$ cat src/rtl/ppu_bg_tile_fetcher_pkg.sv
// ppu_bg_tile_fetcher_pkg: nametable/attribute defaults, fetch phase encodings and loopy-v field positions
package ppu_bg_tile_fetcher_pkg;

    localparam logic [13:0] NT_BASE_DEFAULT   = 14'h2000;
    localparam logic [9:0]  AT_OFFSET_DEFAULT = 10'h3C0;

    typedef enum logic [1:0] {
        FETCH_NT    = 2'd0,
        FETCH_AT    = 2'd1,
        FETCH_PT_LO = 2'd2,
        FETCH_PT_HI = 2'd3
    } fetch_e;

    localparam int V_FINE_Y_LSB   = 12;
    localparam int V_NT_LSB       = 10;
    localparam int V_COARSE_Y_LSB = 5;
    localparam int V_COARSE_X_LSB = 0;

endpackage

$ cat src/rtl/ppu_bg_tile_fetcher.sv
// ppu_bg_tile_fetcher: 8-dot NT/AT/PT-lo/PT-hi background fetch sequencer feeding the BG shifters
// Optional feature: define PPU_BG_FETCH_DEBUG_EN to expose o_debug_phase and o_debug_tile.
module ppu_bg_tile_fetcher
    import ppu_bg_tile_fetcher_pkg::*;
#(
    parameter logic [13:0] NT_BASE   = NT_BASE_DEFAULT,
    parameter logic [9:0]  AT_OFFSET = AT_OFFSET_DEFAULT
) (
    input  logic        i_clk,
    input  logic        i_reset_n,
    input  logic        i_ce,
    input  logic        i_render_en,
    input  logic        i_fetch_active,
    input  logic [14:0] i_v,
    input  logic        i_pt_sel,
    output logic [13:0] o_vram_addr,
    output logic        o_vram_rd,
    input  logic [7:0]  i_vram_data,
    output logic        o_load,
    output logic [7:0]  o_pattern_lo,
    output logic [7:0]  o_pattern_hi,
    output logic [7:0]  o_attr_lo,
    output logic [7:0]  o_attr_hi,
`ifdef PPU_BG_FETCH_DEBUG_EN
    output logic [2:0]  o_debug_phase,
    output logic [7:0]  o_debug_tile,
`endif
    output logic        o_inc_coarse_x
);

    logic [2:0]  phase, phase_nx;
    logic [7:0]  tile, pt_lo;
    logic [1:0]  attr;
    logic        have_tile, run;
    fetch_e      fetch;
    logic [13:0] nt_addr, at_addr, pt_addr;

    // Picks the 2-bit palette of this tile's 16x16 quadrant out of the attribute byte
    function automatic logic [1:0] attr_quadrant(input logic [7:0] data, input logic q_y, input logic q_x);
        logic [7:0] s;
        s = data >> {q_y, q_x, 1'b0};
        return s[1:0];
    endfunction

    // Phase decode, VRAM address mux and the live strobes of the current phase
    always_comb begin
        run            = i_reset_n && i_render_en && i_fetch_active;
        fetch          = fetch_e'(phase[2:1]);
        phase_nx       = run ? phase + 3'd1 : 3'd0;
        nt_addr        = NT_BASE | {2'b00, i_v[11:0]};
        at_addr        = NT_BASE | {2'b00, i_v[V_NT_LSB +: 2], AT_OFFSET}
                                 | {8'h00, i_v[V_COARSE_Y_LSB+2 +: 3], 3'b000}
                                 | {11'h000, i_v[V_COARSE_X_LSB+2 +: 3]};
        pt_addr        = {1'b0, i_pt_sel, tile, fetch == FETCH_PT_HI, i_v[V_FINE_Y_LSB +: 3]};
        o_vram_addr    = !run ? 14'h0000 : fetch == FETCH_NT ? nt_addr : fetch == FETCH_AT ? at_addr : pt_addr;
        o_vram_rd      = run && phase[0];
        o_inc_coarse_x = run && phase == 3'd7;
    end

    // Phase counter, per-access data latches and the tile handed to the shifters on load
    always_ff @(negedge i_clk or negedge i_reset_n) begin
        if (!i_reset_n) begin
            phase        <= '0;
            tile         <= '0;
            attr         <= '0;
            pt_lo        <= '0;
            have_tile    <= 1'b0;
            o_pattern_lo <= '0;
            o_pattern_hi <= '0;
            o_attr_lo    <= '0;
            o_attr_hi    <= '0;
        end else if (i_ce) begin
            phase     <= phase_nx;
            have_tile <= o_inc_coarse_x;
            if (run && phase == 3'd1) tile <= i_vram_data;
            if (run && phase == 3'd3) attr <= attr_quadrant(i_vram_data, i_v[V_COARSE_Y_LSB+1], i_v[V_COARSE_X_LSB+1]);
            if (run && phase == 3'd5) pt_lo <= i_vram_data;
            if (o_inc_coarse_x) begin
                o_pattern_lo <= pt_lo;
                o_pattern_hi <= i_vram_data;
                o_attr_lo    <= {8{attr[0]}};
                o_attr_hi    <= {8{attr[1]}};
            end
        end
    end

    assign o_load = have_tile;

`ifdef PPU_BG_FETCH_DEBUG_EN
    assign o_debug_phase = phase;
    assign o_debug_tile  = tile;
`endif

endmodule

$ cat config.mk
export PLATFORM = sky130hd
export DESIGN_NAME = ppu_bg_tile_fetcher
export DESIGN_NICKNAME = d
export VERILOG_FILES = /design/src/rtl/ppu_bg_tile_fetcher_pkg.sv /design/src/rtl/ppu_bg_tile_fetcher.sv
export SDC_FILE = /design/constraint.sdc
export NUM_CORES = 1
export LEC_CHECK = 0
export ABC_AREA = 1
export BUFFER_PORTS_ARGS = -buffer_cell sky130_fd_sc_hd__buf_4
export CORE_MARGIN = 4
export CORE_UTILIZATION = 30
export CTS_CLUSTER_SIZE = 28
export DETAILED_ROUTE_END_ITERATION = 10
export PLACE_DENSITY_LB_ADDON = 0.15
export SKIP_CTS_REPAIR_TIMING = 1
export SYNTH_ARGS = -nofsm -noshare
export SYNTH_HDL_FRONTEND = slang
export SYNTH_SLANG_ARGS = --single-unit
$ cat constraint.sdc
create_clock -name i_clk -period 1.9 [get_ports i_clk]
set_clock_uncertainty 0.1 [all_clocks]
set_input_delay 0.095 -clock i_clk [delete_from_list [all_inputs] [get_ports i_clk]]
set_output_delay 0.095 -clock i_clk [all_outputs]
set_load 0.02 [all_outputs]
==> run summary, run 1 <==
max incr delay on CP - 0.46 ns
final instance area - 3660 um2
Syn Std Cell Area - 2100 um2
initial antenna violation count - 0
vias in the first global route - 1940
Crit Path Category - flip-flop to output port
Synth Area per Inst - 7.57 um2
dpl hpwl - 4.26 mm
r2r worst-path depth - 10
Clock Latency Late Sink - 0.30 ns
Yosys warning count - 0
DR pass1 iterations - 4
MaxCap Viol Count - 0
startpoint types - flip-flop
Lkg Pwr - 2.01 nW
largest net degree at the start of global routing - 40
H-tree levels - 2
share of layout cells above drive strength 1 - 46.4%
number of DRC markers in iteration 0 - 83
FP Rows - 30
clock-pin slew on the worst setup and hold paths - 0.05 ns
GR Overflow Total - 0
Cells after Synth - 277
post-route setup slack - -0.681 ns
Worst R2R End - pt_lo[3]
clock root buffer - clkbuf_8
Final ANT Viol Nets - 0
Final Setup Violations - 49
CP most frequent cell - ha_4
RSZ-0062 raised after global routing - yes
top_reg_cell synth - dfrtn_1
initial core utilization - 30.9%
gr usage total - 14.0%
Slew Viols, Final - 0
Post-Route WL - 6.18 mm
Via Count - 2136
status - finished with violations
worst hold slack - 0.310 ns
crit path max-delay cell type - dfrtn_1
origin of the critical flop-to-flop path - phase[0]
Slew HR - 66.6%
total clock sinks - 40
worst reg2reg setup slack - 0.10 ns
largest cells by area after synthesis - dfrtn_1 48%, nand2_1 26%, buf_4 5.0%
Largest delay share family, worst path - flip-flops
Worst-Margin Slew - 0.501 ns
sequential share of the synthesized area - 47.7%
number of synthesized flops with an enable pin - 0
fin util - 53.9%
Worst VDD drop - 0.000266 V
Synth async-reset ratio - 100%
worst-path fanout max - 3
violated checks - negative setup slack
TritonCTS buffer count - 5
overall power - 1.90 mW
Final Hold Viols - 0
CP required - 1.70 ns
register bit total from synthesis - 40
Crit path arrival time - 2.39 ns
nets - 431
antenna cell count - 0
Synth top area share - 47.7%
Die W - 91.6 um
DR DRC count - 0
Cell variety after synth - 20
Syn-to-layout area delta - 74.6%
most common cell in the netlist - nand2_1
Post-DP Area - 3020 um2
Die Area - 8400 um2
first-pass GRT wire length - 9.37 mm
gpl congestion - 0.741
cell taking the most area after synthesis - dfrtn_1
syn nets - 310
Die Ht - 91.6 um
io pins - 78
CTS max path bufs - 2
PortBufs - 77
Setup crit end kind - output port
PwrDens - 519 nW/um2
Vias/cell - 4.32
worst hold-check path type - primary input to async pin
worst path cell trace - buf_4, ha_4, ha_4, inv_2, nor2_4, buf_6
DR WL/cell - 12.5 um
synth cell count leaders - 144 x nand2_1, 40 x dfrtn_1, 21 x inv_1, 17 x nand3_1, 14 x buf_4
CTS tree - yes
Buf/Inv on CP - 3
core region area - 6790 um2
[area by class of cell]
| class | instances | area, um2 |
|---|---|---|
| fillers | 636 | 3130 |
| repair buffers | 132 | 1260 |
| multi-input cells | 195 | 1060 |
| flip-flops and latches | 40 | 1000 |
| well taps | 96 | 120 |
| inverters | 24 | 103 |
| clock buffers | 5 | 68.8 |
| clock inverters | 3 | 46.3 |
[how the worst max path moves through the flow]
stage	depth (start not counted)	slack (ns)	endpoint	from
after floorplan	4	-0.31	o_inc_coarse_x	phase[1]
after global placement	5	-0.42	o_vram_addr[8]	phase[2]
after detailed placement	5	-0.45	o_inc_coarse_x	phase[2]
after CTS	5	-0.80	o_vram_addr[9]	phase[2]
after global routing	6	-0.76	o_vram_addr[8]	phase[1]
final	6	-0.68	o_inc_coarse_x	phase[1]
[report_power, final]
group	internal, mW	switching (mW)
sequential	0.887	0.0249
clock	0.396	0.332
combinational	0.125	0.136
[flip-flops by register name (all words and copies together) (netlist names)]
name          cells
attr              2
o_attr_hi         1
o_attr_lo         1
o_load            1
o_pattern_hi      8
o_pattern_lo      8
phase             3
pt_lo             8
tile              8
[worst register-to-register path: stages (launching register included)]
cell and delay, ns:
dfrtn_1 0.40, buf_6 0.14, buf_6 0.11, buf_4 0.12
buf_4 0.12, ha_1 0.19, nand2_2 0.12, inv_2 0.09
buf_12 0.14, nand3_1 0.07, nand2_1 0.06
[layout by cell type, fill, tap and decap left out, drive strengths merged, types with 3 or more instances in the layout]
cell type / count
nand3: 18
o21ai: 5
buf: 132
inv: 24
clkbuf: 5
o22ai: 3
nand2: 146
ha: 4
nor2: 15
dfrtn: 40
[routing by layer]
metal  vias up  share of wire, %  global-route usage, %
li1       1071                 -                      -
met1       981                46                   18.2
met3         9               6.1                   3.69
met2        75                47                   22.2
met5         -                 0                      0
met4         0               1.6                   5.28
[per-stage QoR]
step	setup TNS, ns	worst slack, ns	std cells
3_5_place_dp	-15.00	-0.455	460
2_1_floorplan	-7.62	-0.310	277
3_3_place_gp	-14.81	-0.424	460
4_1_cts	-17.96	-0.805	468
6_report	-15.73	-0.681	495
5_1_grt	-17.86	-0.757	495
[cells by family (layout without fill, tap and decap cells)]
group	count (synthesis)	in the layout	share of synthesized area, %
compound gates	10	10	2.56
fa+ha+maj	4	4	2.39
buf+inv	42	164	10.9
flops	40	40	47.7
simple gates	181	181	36.5
Power figures use the tool's default switching activity.
==> inputs of run 2 (changes only) <==
--- a/config.mk
+++ b/config.mk
@@ -8,4 +8,5 @@
 export ABC_AREA = 1
 export BUFFER_PORTS_ARGS = -buffer_cell sky130_fd_sc_hd__buf_4
+export CAP_MARGIN = 20
 export CORE_MARGIN = 4
 export CORE_UTILIZATION = 30
==> constraint.sdc (replaced) <==
create_clock -name i_clk -period 1.9 [get_ports i_clk]
set_clock_uncertainty 0.1 [all_clocks]
set_input_delay 0.57 -clock i_clk [delete_from_list [all_inputs] [get_ports i_clk]]
set_output_delay 0.57 -clock i_clk [all_outputs]
set_load 0.02 [all_outputs]
==> run 2 against run 1 <==
The run still ends with negative setup slack left. Combinational power rose by 12%. Die area did not move. Count of clock-buffer cells in the layout did not move. Cell count rose by 2.0%. Critical path depth did not move. Utilization rose by 3.4 points. Wire length rose by 3.7%. Flip-flop and latch count did not move. Global-route usage fell by 0.29 points. Design area rose by 6.3%. Via count rose by 1.6%. Critical endpoint is now o_vram_addr[6]. Largest cell class unchanged. Largest power group unchanged.
==> run summary, run 2 (synthesized netlist as in run 1, its figures left out) <==
initial core utilization - 30.9% (unchanged)
max incr delay on CP - 0.52 ns (was 0.46 ns)
CP required - 1.23 ns (was 1.70 ns)
initial antenna violation count - 0 (unchanged)
TritonCTS buffer count - 5 (unchanged)
number of DRC markers in iteration 0 - 87 (was 83)
Die Area - 8400 um2 (unchanged)
Syn-to-layout area delta - 85.6% (was 74.6%)
CTS max path bufs - 2 (unchanged)
overall power - 1.92 mW (was 1.90 mW)
crit path max-delay cell type - dfrtn_1 (unchanged)
CTS tree - yes (unchanged)
Setup crit end kind - output port (unchanged)
Post-DP Area - 3120 um2 (was 3020 um2)
Slew HR - 68.2% (was 66.6%)
share of layout cells above drive strength 1 - 54.8% (was 46.4%)
largest net degree at the start of global routing - 38 (was 40)
PwrDens - 492 nW/um2 (was 519 nW/um2)
Crit path arrival time - 2.45 ns (was 2.39 ns)
Final ANT Viol Nets - 0 (unchanged)
sequential share of power - 47.6% (was 48.0%)
Die W - 91.6 um (unchanged)
H-tree levels - 2 (unchanged)
MaxCap Viol Count - 0 (unchanged)
clock-pin slew on the worst setup and hold paths - 0.06 ns (was 0.05 ns)
antenna cell count - 0 (unchanged)
final instance area - 3890 um2 (was 3660 um2)
status - finished with violations (unchanged)
Buf/Inv on CP - 4 (was 3)
commonest non-fill, non-tap cell in the layout - nand2_1 (unchanged)
PortBufs - 77 (unchanged)
Clk network pwr share - 37.1% (was 38.3%)
Psw - 0.494 mW (was 0.492 mW)
gpl congestion - 0.735 (was 0.741)
worst hold slack - 0.326 ns (was 0.310 ns)
Die Ht - 91.6 um (unchanged)
Crit Path Category - flip-flop to output port (unchanged)
post-route setup slack - -1.22 ns (was -0.681 ns)
DR WL/cell - 12.7 um (was 12.5 um)
startpoint types - flip-flop (unchanged)
dpl hpwl - 4.36 mm (was 4.26 mm)
Post-Route WL - 6.41 mm (was 6.18 mm)
DR pass1 iterations - 4 (unchanged)
worst path cell trace - buf_6, nor2_4, buf_4, buf_6, a21oi_4, buf_6 (was buf_4, ha_4, ha_4, inv_2, nor2_4, buf_6)
vias in the first global route - 1989 (was 1940)
worst hold-check path type - flip-flop to flip-flop (was primary input to async pin)
filler instances - 622 (was 636)
FP Rows - 30 (unchanged)
violated checks - negative setup slack (unchanged)
total clock sinks - 40 (unchanged)
clock root buffer - clkbuf_8 (unchanged)
gr usage total - 13.7% (was 14.0%)
Worst VDD drop - 0.000326 V (was 0.000266 V)
CP most frequent cell - buf_6 (was ha_4)
Vias/cell - 4.30 (was 4.32)
internal power - 1.42 mW (was 1.41 mW)
RSZ-0062 raised after global routing - yes (unchanged)
Worst-Margin Slew - 0.477 ns (was 0.501 ns)
Clock Latency Late Sink - 0.29 ns (was 0.30 ns)
first-pass GRT wire length - 9.38 mm (was 9.37 mm)
Final Hold Viols - 0 (unchanged)
Lkg Pwr - 2.05 nW (was 2.01 nW)
Largest delay share family, worst path - buffers and inverters (was flip-flops)
io pins - 78 (unchanged)
core region area - 6790 um2 (unchanged)
Via Count - 2170 (was 2136)
Comb power frac - 15.3% (was 13.7%)
worst-path fanout max - 8 (was 3)
switching share of power - 25.8% (was 25.9%)
Place WS - -0.964 ns (was -0.455 ns)
Slew Viols, Final - 0 (unchanged)
GR Overflow Total - 0 (unchanged)
Final Setup Violations - 89 (was 49)
most frequent cells in the layout - 108 x nand2_1, 80 x buf_4, 52 x buf_6 (was 135 x nand2_1, 70 x buf_4, 56 x buf_6)
nets - 441 (was 431)
DR DRC count - 0 (unchanged)
## run 2: cell count changes in the layout (fill, tap and decap cells not counted), moves of 3 or more
cell	delta
buf_4	+10
buf_6	-4
inv_4	+3
nand2_1	-27
nand2_2	+22
nand2_4	+3
nand2_8	+5
## run 2: power by group through the flow
stage | sequential (mW) | combinational, mW | clock [mW]
floorplan | 0.923 | 0.0923 | 0
global placement | 0.925 | 0.251 | 0
detailed placement | 0.924 | 0.252 | 0
CTS | 0.908 | 0.254 | 0.720
global route | 0.915 | 0.324 | 0.749
finish | 0.912 | 0.293 | 0.711
## run 2: path summary, 6_finish.rpt
path | start | to | slack, ns | cells after the start
setup / recovery | phase[2] | o_vram_addr[6] | -1.22 | 6
hold / removal | pt_lo[6] | pt_lo[6] | 0.33 | 2
setup reg to reg | phase[2] | o_pattern_hi[7] | 0.23 | 7
hold reg to reg | pt_lo[6] | pt_lo[6] | 0.33 | 2
max in group asynchronous | i_reset_n | tile[2] | 0.26 | 2
min in group asynchronous | i_reset_n | phase[0] | 0.91 | 2
## run 2: tightest hold or removal path: stages (launching register included)
cell,delay [ns]
dfrtn_1,0.41
nand2_1,0.06
nand2_1,0.05
## run 2: cell type report
type / instances / area, um2 / area share [%]
Timing Repair Buffer: 139 / 1320 / 33.8
Clock inverter: 3 / 42.5 / 1.09
Tap cell: 96 / 120 / 3.08
Sequential cell: 40 / 1000 / 25.7
Multi-Input combinational cell: 198 / 1250 / 32.0
Clock buffer: 5 / 68.8 / 1.77
Inverter: 24 / 97.6 / 2.51
## run 2: routing by layer
layer | GRT usage (%) | part of all wire [%]
met1 | 17.9 | 44
met2 | 22.8 | 49
met3 | 3.53 | 5.3
met4 | 3.02 | 0.86
met5 | 0 | 0
## run 2: per-stage QoR
step | cells | setup TNS, ns | utilization [%]
6_report | 505 | -50.83 | 57.3
5_1_grt | 505 | -55.44 | 57.3
4_1_cts | 477 | -53.05 | 47.5
3_5_place_dp | 469 | -54.53 | 45.9
3_3_place_gp | 469 | -53.25 | 45.9
2_1_floorplan | 277 | -44.12 | -
